**config.mk**
```make
export PLATFORM = sky130hd
export DESIGN_NAME = softmax_ctrl_flat
export DESIGN_NICKNAME = d
export VERILOG_FILES = /design/src/rtl/softmax_ctrl_if.sv /design/src/rtl/softmax_ctrl.sv /design/src/flat_wrapper.sv
export SDC_FILE = /design/constraint.sdc
export NUM_CORES = 1
export LEC_CHECK = 0
export ABC_AREA = 1
export CAP_MARGIN = 10
export CORE_UTILIZATION = 35
export DETAILED_ROUTE_END_ITERATION = 7
export PLACE_DENSITY = 0.63
export SLEW_MARGIN = 30
export SYNTH_ARGS = -nofsm -noshare
export SYNTH_HDL_FRONTEND = slang
export SYNTH_SLANG_ARGS = --single-unit
```
**constraint.sdc**
```tcl
create_clock -name clk -period 12.51 [get_ports clk]
set_clock_uncertainty 0.2 [all_clocks]
set_input_delay 1.251 -clock clk [delete_from_list [all_inputs] [get_ports clk]]
set_output_delay 1.251 -clock clk [all_outputs]
set_load 0.02 [all_outputs]
```
**src/rtl/softmax_ctrl_if.sv**
```systemverilog
// Host-facing command/row-source handshake plus the softmax core pin bundle.
// The slave modport is the controller; the master modport is the host/core side.
interface softmax_ctrl_if #(
  parameter int BW  = 8,
  parameter int COL = 8
);
  logic                cmd_valid;
  logic                cmd_ready;
  logic [1:0]          cmd_op;
  logic                abort;
  logic                src_valid;
  logic                src_ready;
  logic [COL*BW-1:0]   src_data;
  logic [COL*BW-1:0]   sm_in;
  logic [1:0]          sm_lut_wr;
  logic                sm_execute;
  logic                sm_fetch;
  logic                sm_mode;
  logic                sm_reset;
  logic                res_valid;
  logic                res_last;
  logic                busy;
  logic                done;

  modport slave (
    input  cmd_valid, cmd_op, abort, src_valid, src_data,
    output cmd_ready, src_ready, sm_in, sm_lut_wr, sm_execute, sm_fetch,
           sm_mode, sm_reset, res_valid, res_last, busy, done
  );

  modport master (
    output cmd_valid, cmd_op, abort, src_valid, src_data,
    input  cmd_ready, src_ready, sm_in, sm_lut_wr, sm_execute, sm_fetch,
           sm_mode, sm_reset, res_valid, res_last, busy, done
  );
endinterface

```
**src/rtl/softmax_ctrl.sv**
```systemverilog
// Command sequencer for a non-stallable softmax core: buffers source rows, then
// replays them onto the core pins with fixed LUT-write, 8-input and 8x8 timelines.
module softmax_ctrl #(
  parameter int BW        = 8,
  parameter int COL       = 8,
  parameter int ROWS      = 8,
  parameter int LUT_WAIT  = 9,
  parameter int EXEC0_CYC = 10,
  parameter int FETCH_PER = 5
) (
  input  logic          clk,
  input  logic          reset,
  softmax_ctrl_if.slave bus
);
  localparam int DW        = COL * BW;
  localparam int PW        = $clog2(ROWS) + 1;
  localparam int CMAX      = ROWS * FETCH_PER + ROWS + EXEC0_CYC + LUT_WAIT + 8;
  localparam int CW        = $clog2(CMAX) + 1;
  localparam int PHW       = $clog2(FETCH_PER) + 1;
  localparam int DRAIN_CYC = 5;

  typedef enum logic [3:0] {
    IDLE, LOAD, LUT_WR, LUT_HOLD, R8_EXEC, R64_KICK, R64_FEED,
    R64_DRAIN, R64_FETCH, DONE, ABORT
  } state_e;

  typedef enum logic [1:0] {
    OP_LUT_LSB = 2'b00,
    OP_LUT_MSB = 2'b01,
    OP_RUN8    = 2'b10,
    OP_RUN64   = 2'b11
  } op_e;

  state_e          state, state_d;
  op_e             op, op_d;
  logic            mode, mode_d;
  logic [CW-1:0]   cnt, cnt_d;
  logic [PHW-1:0]  ph, ph_d;
  logic [PW-1:0]   wr_ptr, wr_d, rd_ptr, rd_d;
  logic [PW-1:0]   last_row;
  logic            row_take;
  logic [DW-1:0]   row_buf [ROWS];

  assign last_row    = (op == OP_RUN64) ? PW'(ROWS - 1) : '0;
  assign bus.sm_mode = mode;
  assign bus.busy    = (state != IDLE);

  always_comb begin
    // NOTE: every signal written here gets a default first so no path leaves it unassigned (no latches).
    state_d        = state;
    op_d           = op;
    mode_d         = mode;
    cnt_d          = cnt + 1'b1;
    ph_d           = ph;
    wr_d           = wr_ptr;
    rd_d           = rd_ptr;
    row_take       = 1'b0;
    bus.cmd_ready  = 1'b0;
    bus.src_ready  = 1'b0;
    bus.sm_in      = '0;
    bus.sm_lut_wr  = 2'b00;
    bus.sm_execute = 1'b0;
    bus.sm_fetch   = 1'b0;
    bus.sm_reset   = 1'b0;
    bus.res_valid  = 1'b0;
    bus.res_last   = 1'b0;
    bus.done       = 1'b0;

    case (state)
      IDLE: begin
        bus.cmd_ready = 1'b1;
        cnt_d         = '0;
        if (bus.cmd_valid && bus.abort) begin
          state_d = ABORT;
        end else if (bus.cmd_valid) begin
          op_d = op_e'(bus.cmd_op);
          if (bus.cmd_op[1]) mode_d = bus.cmd_op[0];
          state_d = LOAD;
        end
      end
      LOAD: begin
        // An abort withdraws ready so the source never sees a row as consumed.
        bus.src_ready = ~bus.abort;
        row_take      = bus.src_valid & ~bus.abort;
        cnt_d         = '0;
        if (row_take) begin
          wr_d = wr_ptr + 1'b1;
          if (wr_ptr == last_row) begin
            case (op)
              OP_RUN8:  state_d = R8_EXEC;
              OP_RUN64: state_d = R64_KICK;
              default:  state_d = LUT_WR;
            endcase
          end
        end
      end
      LUT_WR: begin
        bus.sm_in     = row_buf[0];
        bus.sm_lut_wr = (op == OP_LUT_MSB) ? 2'b10 : 2'b01;
        cnt_d         = '0;
        state_d       = LUT_HOLD;
      end
      LUT_HOLD: begin
        bus.sm_in = row_buf[0];
        if (cnt == CW'(LUT_WAIT - 1)) state_d = DONE;
      end
      R8_EXEC: begin
        bus.sm_in = row_buf[0];
        if (cnt < CW'(EXEC0_CYC)) begin
          bus.sm_execute = 1'b1;
        end else begin
          bus.res_valid = 1'b1;
          bus.res_last  = 1'b1;
          state_d       = DONE;
        end
      end
      R64_KICK: begin
        bus.sm_execute = (cnt == '0);
        if (cnt == CW'(1)) state_d = R64_FEED;
      end
      R64_FEED: begin
        bus.sm_in = row_buf[rd_ptr[PW-2:0]];
        rd_d      = rd_ptr + 1'b1;
        if (rd_ptr == PW'(ROWS - 1)) state_d = R64_DRAIN;
      end
      R64_DRAIN: begin
        if (cnt == CW'(2 + ROWS + DRAIN_CYC - 1)) begin
          cnt_d   = '0;
          ph_d    = '0;
          state_d = R64_FETCH;
        end
      end
      R64_FETCH: begin
        bus.sm_fetch = 1'b1;
        if (ph == PHW'(FETCH_PER - 1)) begin
          bus.res_valid = 1'b1;
          ph_d          = '0;
          if (cnt == CW'(ROWS * FETCH_PER - 1)) begin
            bus.res_last = 1'b1;
            state_d      = DONE;
          end
        end else begin
          ph_d = ph + 1'b1;
        end
      end
      DONE: begin
        bus.done = 1'b1;
        wr_d     = '0;
        rd_d     = '0;
        state_d  = IDLE;
      end
      ABORT: begin
        bus.sm_reset = 1'b1;
        if (cnt == CW'(1)) state_d = IDLE;
      end
      default: state_d = IDLE;
    endcase

    if (bus.abort && state != IDLE) begin
      state_d = ABORT;
      cnt_d   = '0;
      wr_d    = '0;
      rd_d    = '0;
    end
  end

  // NOTE: state registers use non-blocking assignments so all flops update together at the edge.
  always_ff @(posedge clk or posedge reset) begin
    if (reset) begin
      state  <= IDLE;
      op     <= OP_LUT_LSB;
      mode   <= 1'b0;
      cnt    <= '0;
      ph     <= '0;
      wr_ptr <= '0;
      rd_ptr <= '0;
    end else begin
      state  <= state_d;
      op     <= op_d;
      mode   <= mode_d;
      cnt    <= cnt_d;
      ph     <= ph_d;
      wr_ptr <= wr_d;
      rd_ptr <= rd_d;
    end
  end

  // NOTE: the row buffer is not reset; rows are always written before they are read.
  always_ff @(posedge clk) begin
    if (row_take) row_buf[wr_ptr[PW-2:0]] <= bus.src_data;
  end
endmodule

```
**src/flat_wrapper.sv**
```systemverilog
// flat-port wrapper written by rule: the top's interface ports become plain ports
module softmax_ctrl_flat 
#(
  parameter int BW        = 8,
  parameter int COL       = 8,
  parameter int ROWS      = 8,
  parameter int LUT_WAIT  = 9,
  parameter int EXEC0_CYC = 10,
  parameter int FETCH_PER = 5
)
  (clk, reset, bus_cmd_valid, bus_cmd_op, bus_abort, bus_src_valid, bus_src_data, bus_cmd_ready, bus_src_ready, bus_sm_in, bus_sm_lut_wr, bus_sm_execute, bus_sm_fetch, bus_sm_mode, bus_sm_reset, bus_res_valid, bus_res_last, bus_busy, bus_done);
  softmax_ctrl_if #(.BW(BW), .COL(COL)) bus_i ();
  input  logic clk;
  input  logic reset;
  input wire logic [$bits(bus_i.cmd_valid)-1:0] bus_cmd_valid;
  input wire logic [$bits(bus_i.cmd_op)-1:0] bus_cmd_op;
  input wire logic [$bits(bus_i.abort)-1:0] bus_abort;
  input wire logic [$bits(bus_i.src_valid)-1:0] bus_src_valid;
  input wire logic [$bits(bus_i.src_data)-1:0] bus_src_data;
  output wire logic [$bits(bus_i.cmd_ready)-1:0] bus_cmd_ready;
  output wire logic [$bits(bus_i.src_ready)-1:0] bus_src_ready;
  output wire logic [$bits(bus_i.sm_in)-1:0] bus_sm_in;
  output wire logic [$bits(bus_i.sm_lut_wr)-1:0] bus_sm_lut_wr;
  output wire logic [$bits(bus_i.sm_execute)-1:0] bus_sm_execute;
  output wire logic [$bits(bus_i.sm_fetch)-1:0] bus_sm_fetch;
  output wire logic [$bits(bus_i.sm_mode)-1:0] bus_sm_mode;
  output wire logic [$bits(bus_i.sm_reset)-1:0] bus_sm_reset;
  output wire logic [$bits(bus_i.res_valid)-1:0] bus_res_valid;
  output wire logic [$bits(bus_i.res_last)-1:0] bus_res_last;
  output wire logic [$bits(bus_i.busy)-1:0] bus_busy;
  output wire logic [$bits(bus_i.done)-1:0] bus_done;
  assign bus_i.cmd_valid = bus_cmd_valid;
  assign bus_i.cmd_op = bus_cmd_op;
  assign bus_i.abort = bus_abort;
  assign bus_i.src_valid = bus_src_valid;
  assign bus_i.src_data = bus_src_data;
  assign bus_cmd_ready = bus_i.cmd_ready;
  assign bus_src_ready = bus_i.src_ready;
  assign bus_sm_in = bus_i.sm_in;
  assign bus_sm_lut_wr = bus_i.sm_lut_wr;
  assign bus_sm_execute = bus_i.sm_execute;
  assign bus_sm_fetch = bus_i.sm_fetch;
  assign bus_sm_mode = bus_i.sm_mode;
  assign bus_sm_reset = bus_i.sm_reset;
  assign bus_res_valid = bus_i.res_valid;
  assign bus_res_last = bus_i.res_last;
  assign bus_busy = bus_i.busy;
  assign bus_done = bus_i.done;
  softmax_ctrl #(.BW(BW), .COL(COL), .ROWS(ROWS), .LUT_WAIT(LUT_WAIT), .EXEC0_CYC(EXEC0_CYC), .FETCH_PER(FETCH_PER)) u_core (.clk(clk), .reset(reset), .bus(bus_i));
endmodule
```
* Word level (Yosys, flattened, before mapping)
Memory sizes are Yosys's and may differ from the RTL's. Cells that the tools add are included.
Word-level totals: register bits after elaboration 27, bits in latches 0, RAM bits 512, ROM bits 0, output and inout bits 76, word-level logic and storage cells 109, memories kept 1
Cells by class: add/subtract/negate cells 4, multiply operators 0, div/mod/pow operators 0, $lt $le $gt $ge 1, eq/ne operators 32, shift operators 0, mux-type cells 46, bitwise gates (word level) 3, reductions and logical operators 15
Memories:
- u_core.row_buf | depth 8, bits a word 64, rd ports 2, clocked after Yosys merged registers in 0, wr ports 1, line softmax_ctrl.sv:42 | logic [DW-1:0] row_buf [ROWS];
Operators by type and width (number):
- $pmux 64 s2 | 1
- $mux 4 | 18
- $pmux 4 s10 | 1
- $ne 3x1->1 const B | 9
- $eq 4x3->1 const B | 6
- $pmux 4 s2 | 3
- $eq 8x4->1 const B | 2
- $mux 8 | 2
- $pmux 8 s2 | 1
- $mux 1 | 13
- $add 4x1->4 const B | 3
- $eq 4x4->1 const B | 3
- $reduce_and 11->1 | 1
- $add 8x1->8 const B | 1
- $eq 4x2->1 const B | 2
- $eq 8x1->1 const B | 1
- $eq 8x6->1 const B | 1
- $logic_not 8->1 | 1
- $lt 8x4->1 const B | 1
- $pmux 1 s2 | 3
- $pmux 3 s2 | 1
- $reduce_bool 3->1 | 2
- $reduce_or 3->1 | 2
- $eq 2x2->1 const B | 2
- other kinds (17) | 21

* Depth between registers and ports, before layout
word-level depth 7, mapped depth 11, gate-level depth less buffers 11

* Worst setup path before layout
No wires, ideal clock.
path kind input-to-reg, start point input bus_abort, end point memory u_core.row_buf[0][0] (netlist name), enable pin, library setup time 565 ps, arrival time 6091 ps, data required time 11745 ps, path slack 5654 ps, cell stages on the path 5, cell sequence inv_1 nand2_1 inv_2 nand3_1 nor3_1
On the way: word-level cells in the longest chain between the ends 5
Ends and longest elaborated chain:
- start, declared | line flat_wrapper.sv:17 | input wire logic [$bits(bus_i.abort)-1:0] bus_abort;
- $not 1->1 | line softmax_ctrl.sv:84 | row_take = bus.src_valid & ~bus.abort;
- $and 1x1->1 | line softmax_ctrl.sv:84
- $mux 1 | line softmax_ctrl.sv:69 | case (state)
- $mux 1 | line softmax_ctrl.sv:190 | if (row_take) row_buf[wr_ptr[PW-2:0]] <= bus.src_data;
- $mux 1 (not written as such) | line softmax_ctrl.sv:190
- end, declared | line softmax_ctrl.sv:42
Every way passes these cells.

* Final worst setup path
start point register u_core.rd_ptr[1], end point output bus_sm_in[14]
On the way: word-level cells in the longest chain between the ends 2
Ends and longest elaborated chain:
- start, declared | line softmax_ctrl.sv:39 | logic [PW-1:0] wr_ptr, wr_d, rd_ptr, rd_d;
- start signal, assigned | line softmax_ctrl.sv:184 | rd_ptr <= rd_d;
- $mem_v2 8x64
- $pmux 64 s2 | line softmax_ctrl.sv:69
- end, declared | line flat_wrapper.sv:22 | output wire logic [$bits(bus_i.sm_in)-1:0] bus_sm_in;
Every way passes these cells.

==> impl_metrics.csv <==
group,metric,value,unit
status,status,"complete, no violations",
synth,async_flop_share,5.01,%
drt,antenna_left,0,
timing,slew_headroom,32.2,%
grt,grt_overflow_total,0,
die,ios,147,
cells_and_area,utilization,42.1,%
power_and_ir_drop,power,0.00428,W
timing,whs,289,ps
setup_path,crit_type,"flop to output port",
setup_path,reg2reg_to,"u_core.row_buf[2][23]",
die,rows,91,
clock_network,clock_sinks,539,
hold_path,min_from,"u_core.bus.sm_mode",
synth,synth_cell_types,39,
die,core,0.0621,mm2
power_and_ir_drop,peakVddDrop,0.100,mV
die,die_w,253,um
placement,gp_congestion,0.818,
drt,drt-pass1-iter-count,5,
clock_network,cts_tree,"built",
timing,min_period_over_period,48.2,%
die,dieArea,0.0642,mm2
power_and_ir_drop,leakagePower,8.66,nW
setup_path,cp_common_cell,"o21ai_0",
setup_path,worst_setup_path_start_kind,"flop",
timing,setup_viol,0,
clock_network,cts_root_buf,"clkbuf_16",
drt,drt-vias-per-instance,5.28,
synth,syn_inst,1763,
drt,drc,0,
setup_path,crit_arrival,4580,ps
synth,synthTopCellsByArea,"edfxtp_1 (70%), o21ai_0 (6.8%), nor2_1 (4.9%), o221ai_1 (3.4%), dfrtp_1 (3.1%)",
placement,port_buffers,146,
die,start_util,35.6,%
job,cap_violations,0,
synth,synth_seq_cells,539,
setup_path,required,11060,ps
grt,grt_max_degree,195,
drt,dr.first_iter.drc_count,1300,
setup_path,r2r_setup_slack,9250,ps
clock_network,ctsLongestPathBuffers,3,
cells_and_area,synthToLayoutAreaGrowth,18.2,%
clock_network,clock_latency,610,ps
setup_path,worst-path-max-fanout,72,
setup_path,slowest_stage,"clkinv_2",
synth,syn_area,0.0221,mm2
cells_and_area,final_common_cell,"edfxtp_1",
timing,tns,0,ps
synth,synth_nets,1842,
setup_path,reg2reg_from,"u_core.state[1]",
placement,place_ws,7140,ps
drt,vias,14553,
synth,synth_top_cell_by_area,"edfxtp_1",
clock_network,cts_max_level,2,
setup_path,worst_path_largest_cell_delay,990,ps
die,dieHeight,253,um
hold_path,min_path_cells,2,
hold_path,min_to,"u_core.bus.sm_mode",
clock_network,post-cts-setup-buffer-count,0,
timing,finalWorstSetupSlack,6480,ps
synth,ys_seq_area_share,72.6,%
timing,post-route-min-period,6030,ps
timing,hold_viol_final,0,
timing,worst_pin_slew,1020,ps
drt,wl_per_cell,20.1,um
hold_path,hp-class,"flop to flop",
grt,antenna_found_initial,5,
cells_and_area,nFillCells,5691,
grt,grt_pass1_wl,84600,um
synth,syn_avg_cell_area,12.5,um2
setup_path,cp-end-kind,"output port",
power_and_ir_drop,power_density,164,mW/mm2
clock_network,cts-buffers-inserted,56,
synth,ys_warn_count,0,
timing,rsz0062_at_grt,"false",
drt,drt-total-wl,55500,um
grt,grt_usage,17.3,%
grt,grt_pass1_vias,14384,
setup_path,reg2regPathDepth,9,
placement,hpwlAfterDp,28700,um
cells_and_area,drive_gt1_share,7.31,%
cells_and_area,nets,1957,
setup_path,crit_path_cell_trace,"clkinv_2 -> buf_4 -> o21ai_0 -> o221ai_1 -> nand3_1 -> o21ai_0 -> clkdlybuf4s50_1",
synth,ys.flop_type,"edfxtp_1",
timing,max_freq,166,MHz
clock_network,ctsHoldBuffers,0,
clock_network,cts_resized,0,
clock_network,clk_pin_slew,60,ps
timing,slew_viol_final,0,
cells_and_area,layout_common_cells,"edfxtp_1 (512), o21ai_0 (301), nor2_1 (288)",
synth,synth-edff-count,512,
synth,yosys.area.top_type_share,69.5,%
worst max path at each step:
| stage | start | endpoint | slack [ps] | cells past startpoint |
|---|---|---|---|---|
| after CTS | u_core.rd_ptr[1] | bus_sm_in[14] | 6480 | 7 |
| after global routing | u_core.rd_ptr[1] | bus_sm_in[15] | 6280 | 7 |
| after detailed placement | u_core.rd_ptr[1] | bus_sm_in[14] | 7140 | 7 |
| final | u_core.rd_ptr[1] | bus_sm_in[14] | 6480 | 7 |
| after global placement | u_core.rd_ptr[1] | bus_sm_in[16] | 7140 | 7 |
| after floorplan | bus_abort | u_core.row_buf[0][0] | 5650 | 5 |
Yosys cell counts, types with 2 or more instances:
| cell type | n |
|---|---|
| o221ai_1 | 86 |
| inv_2 | 11 |
| inv_1 | 107 |
| nand4_1 | 4 |
| o211ai_1 | 42 |
| nand2_2 | 3 |
| edfxtp_1 | 512 |
| buf_4 | 2 |
| nor2_1 | 290 |
| buf_6 | 2 |
| buf_2 | 35 |
| xor2_1 | 4 |
| dfrtp_1 | 27 |
| a21oi_1 | 36 |
| nand3_1 | 63 |
| nand2_1 | 68 |
| nor3_1 | 11 |
| nand3_2 | 2 |
| nor2_2 | 3 |
| o21ai_0 | 301 |
| ha_1 | 8 |
| clkbuf_1 | 71 |
| clkbuf_2 | 2 |
| nor2_4 | 5 |
| nand2_4 | 2 |
| o21ai_1 | 53 |
registers in the layout, indices dropped and copies added, names as in the netlist:
register / flops
u_core.row_buf: 512
u_core.cnt: 8
u_core.ph: 4
u_core.rd_ptr: 4
u_core.state: 4
u_core.wr_ptr: 4
u_core.op: 2
u_core.bus.sm_mode: 1
worst max-delay path, delay by kind of cell, from the launching register on:
kind | cells | cell delay, ps
buffers and inverters | 3 | 2230
AOI/OAI and AO/OA | 3 | 530
and+or+nand+nor | 1 | 150
DFF | 1 | 960
logic make-up after synthesis:
| kind of cell | count (synthesis) | share of synthesized area (%) |
|---|---|---|
| compound gates | 526 | 14.0 |
| xor+xnor | 5 | 0.198 |
| fa+ha+maj | 8 | 0.453 |
| buf+inv | 233 | 4.29 |
| flops | 539 | 72.6 |
| simple gates | 452 | 8.51 |
cell type report:
class | instances | area, um2 | area share, %
clock inverters | 25 | 258 | 0.986
repair buffers | 170 | 1660 | 6.34
diodes | 4 | 10.0 | 0.0383
multi-input cells | 991 | 5170 | 19.8
well taps | 837 | 1050 | 4.01
flip-flops and latches | 539 | 16100 | 61.4
clock buffers | 71 | 1480 | 5.66
inverters | 120 | 469 | 1.79
metrics by stage:
stage	instances	area, um2
finish	2757	26100
detailed placement	2657	24400
global placement	2657	24400
CTS	2753	26100
floorplan	1763	22100
global route	2754	26100
where the power goes:
group / total [W] / internal, W / switching (W)
sequential: 0.00204 / 0.00201 / 0.0000319
clock: 0.00159 / 0.000913 / 0.000674
combinational: 0.000647 / 0.000234 / 0.000412
total: 0.00428 / 0.00316 / 0.00112
routing by layer:
layer  track usage, %  up-vias  part of all wire (%)
met1             23.3     7268                    44
li1                 -     6717                     -
met5                0        -                  0.11
met2             28.3      462                    47
met4             5.30        8                   2.1
met3             3.33       98                   6.8
Power figures use the tool's default switching activity.
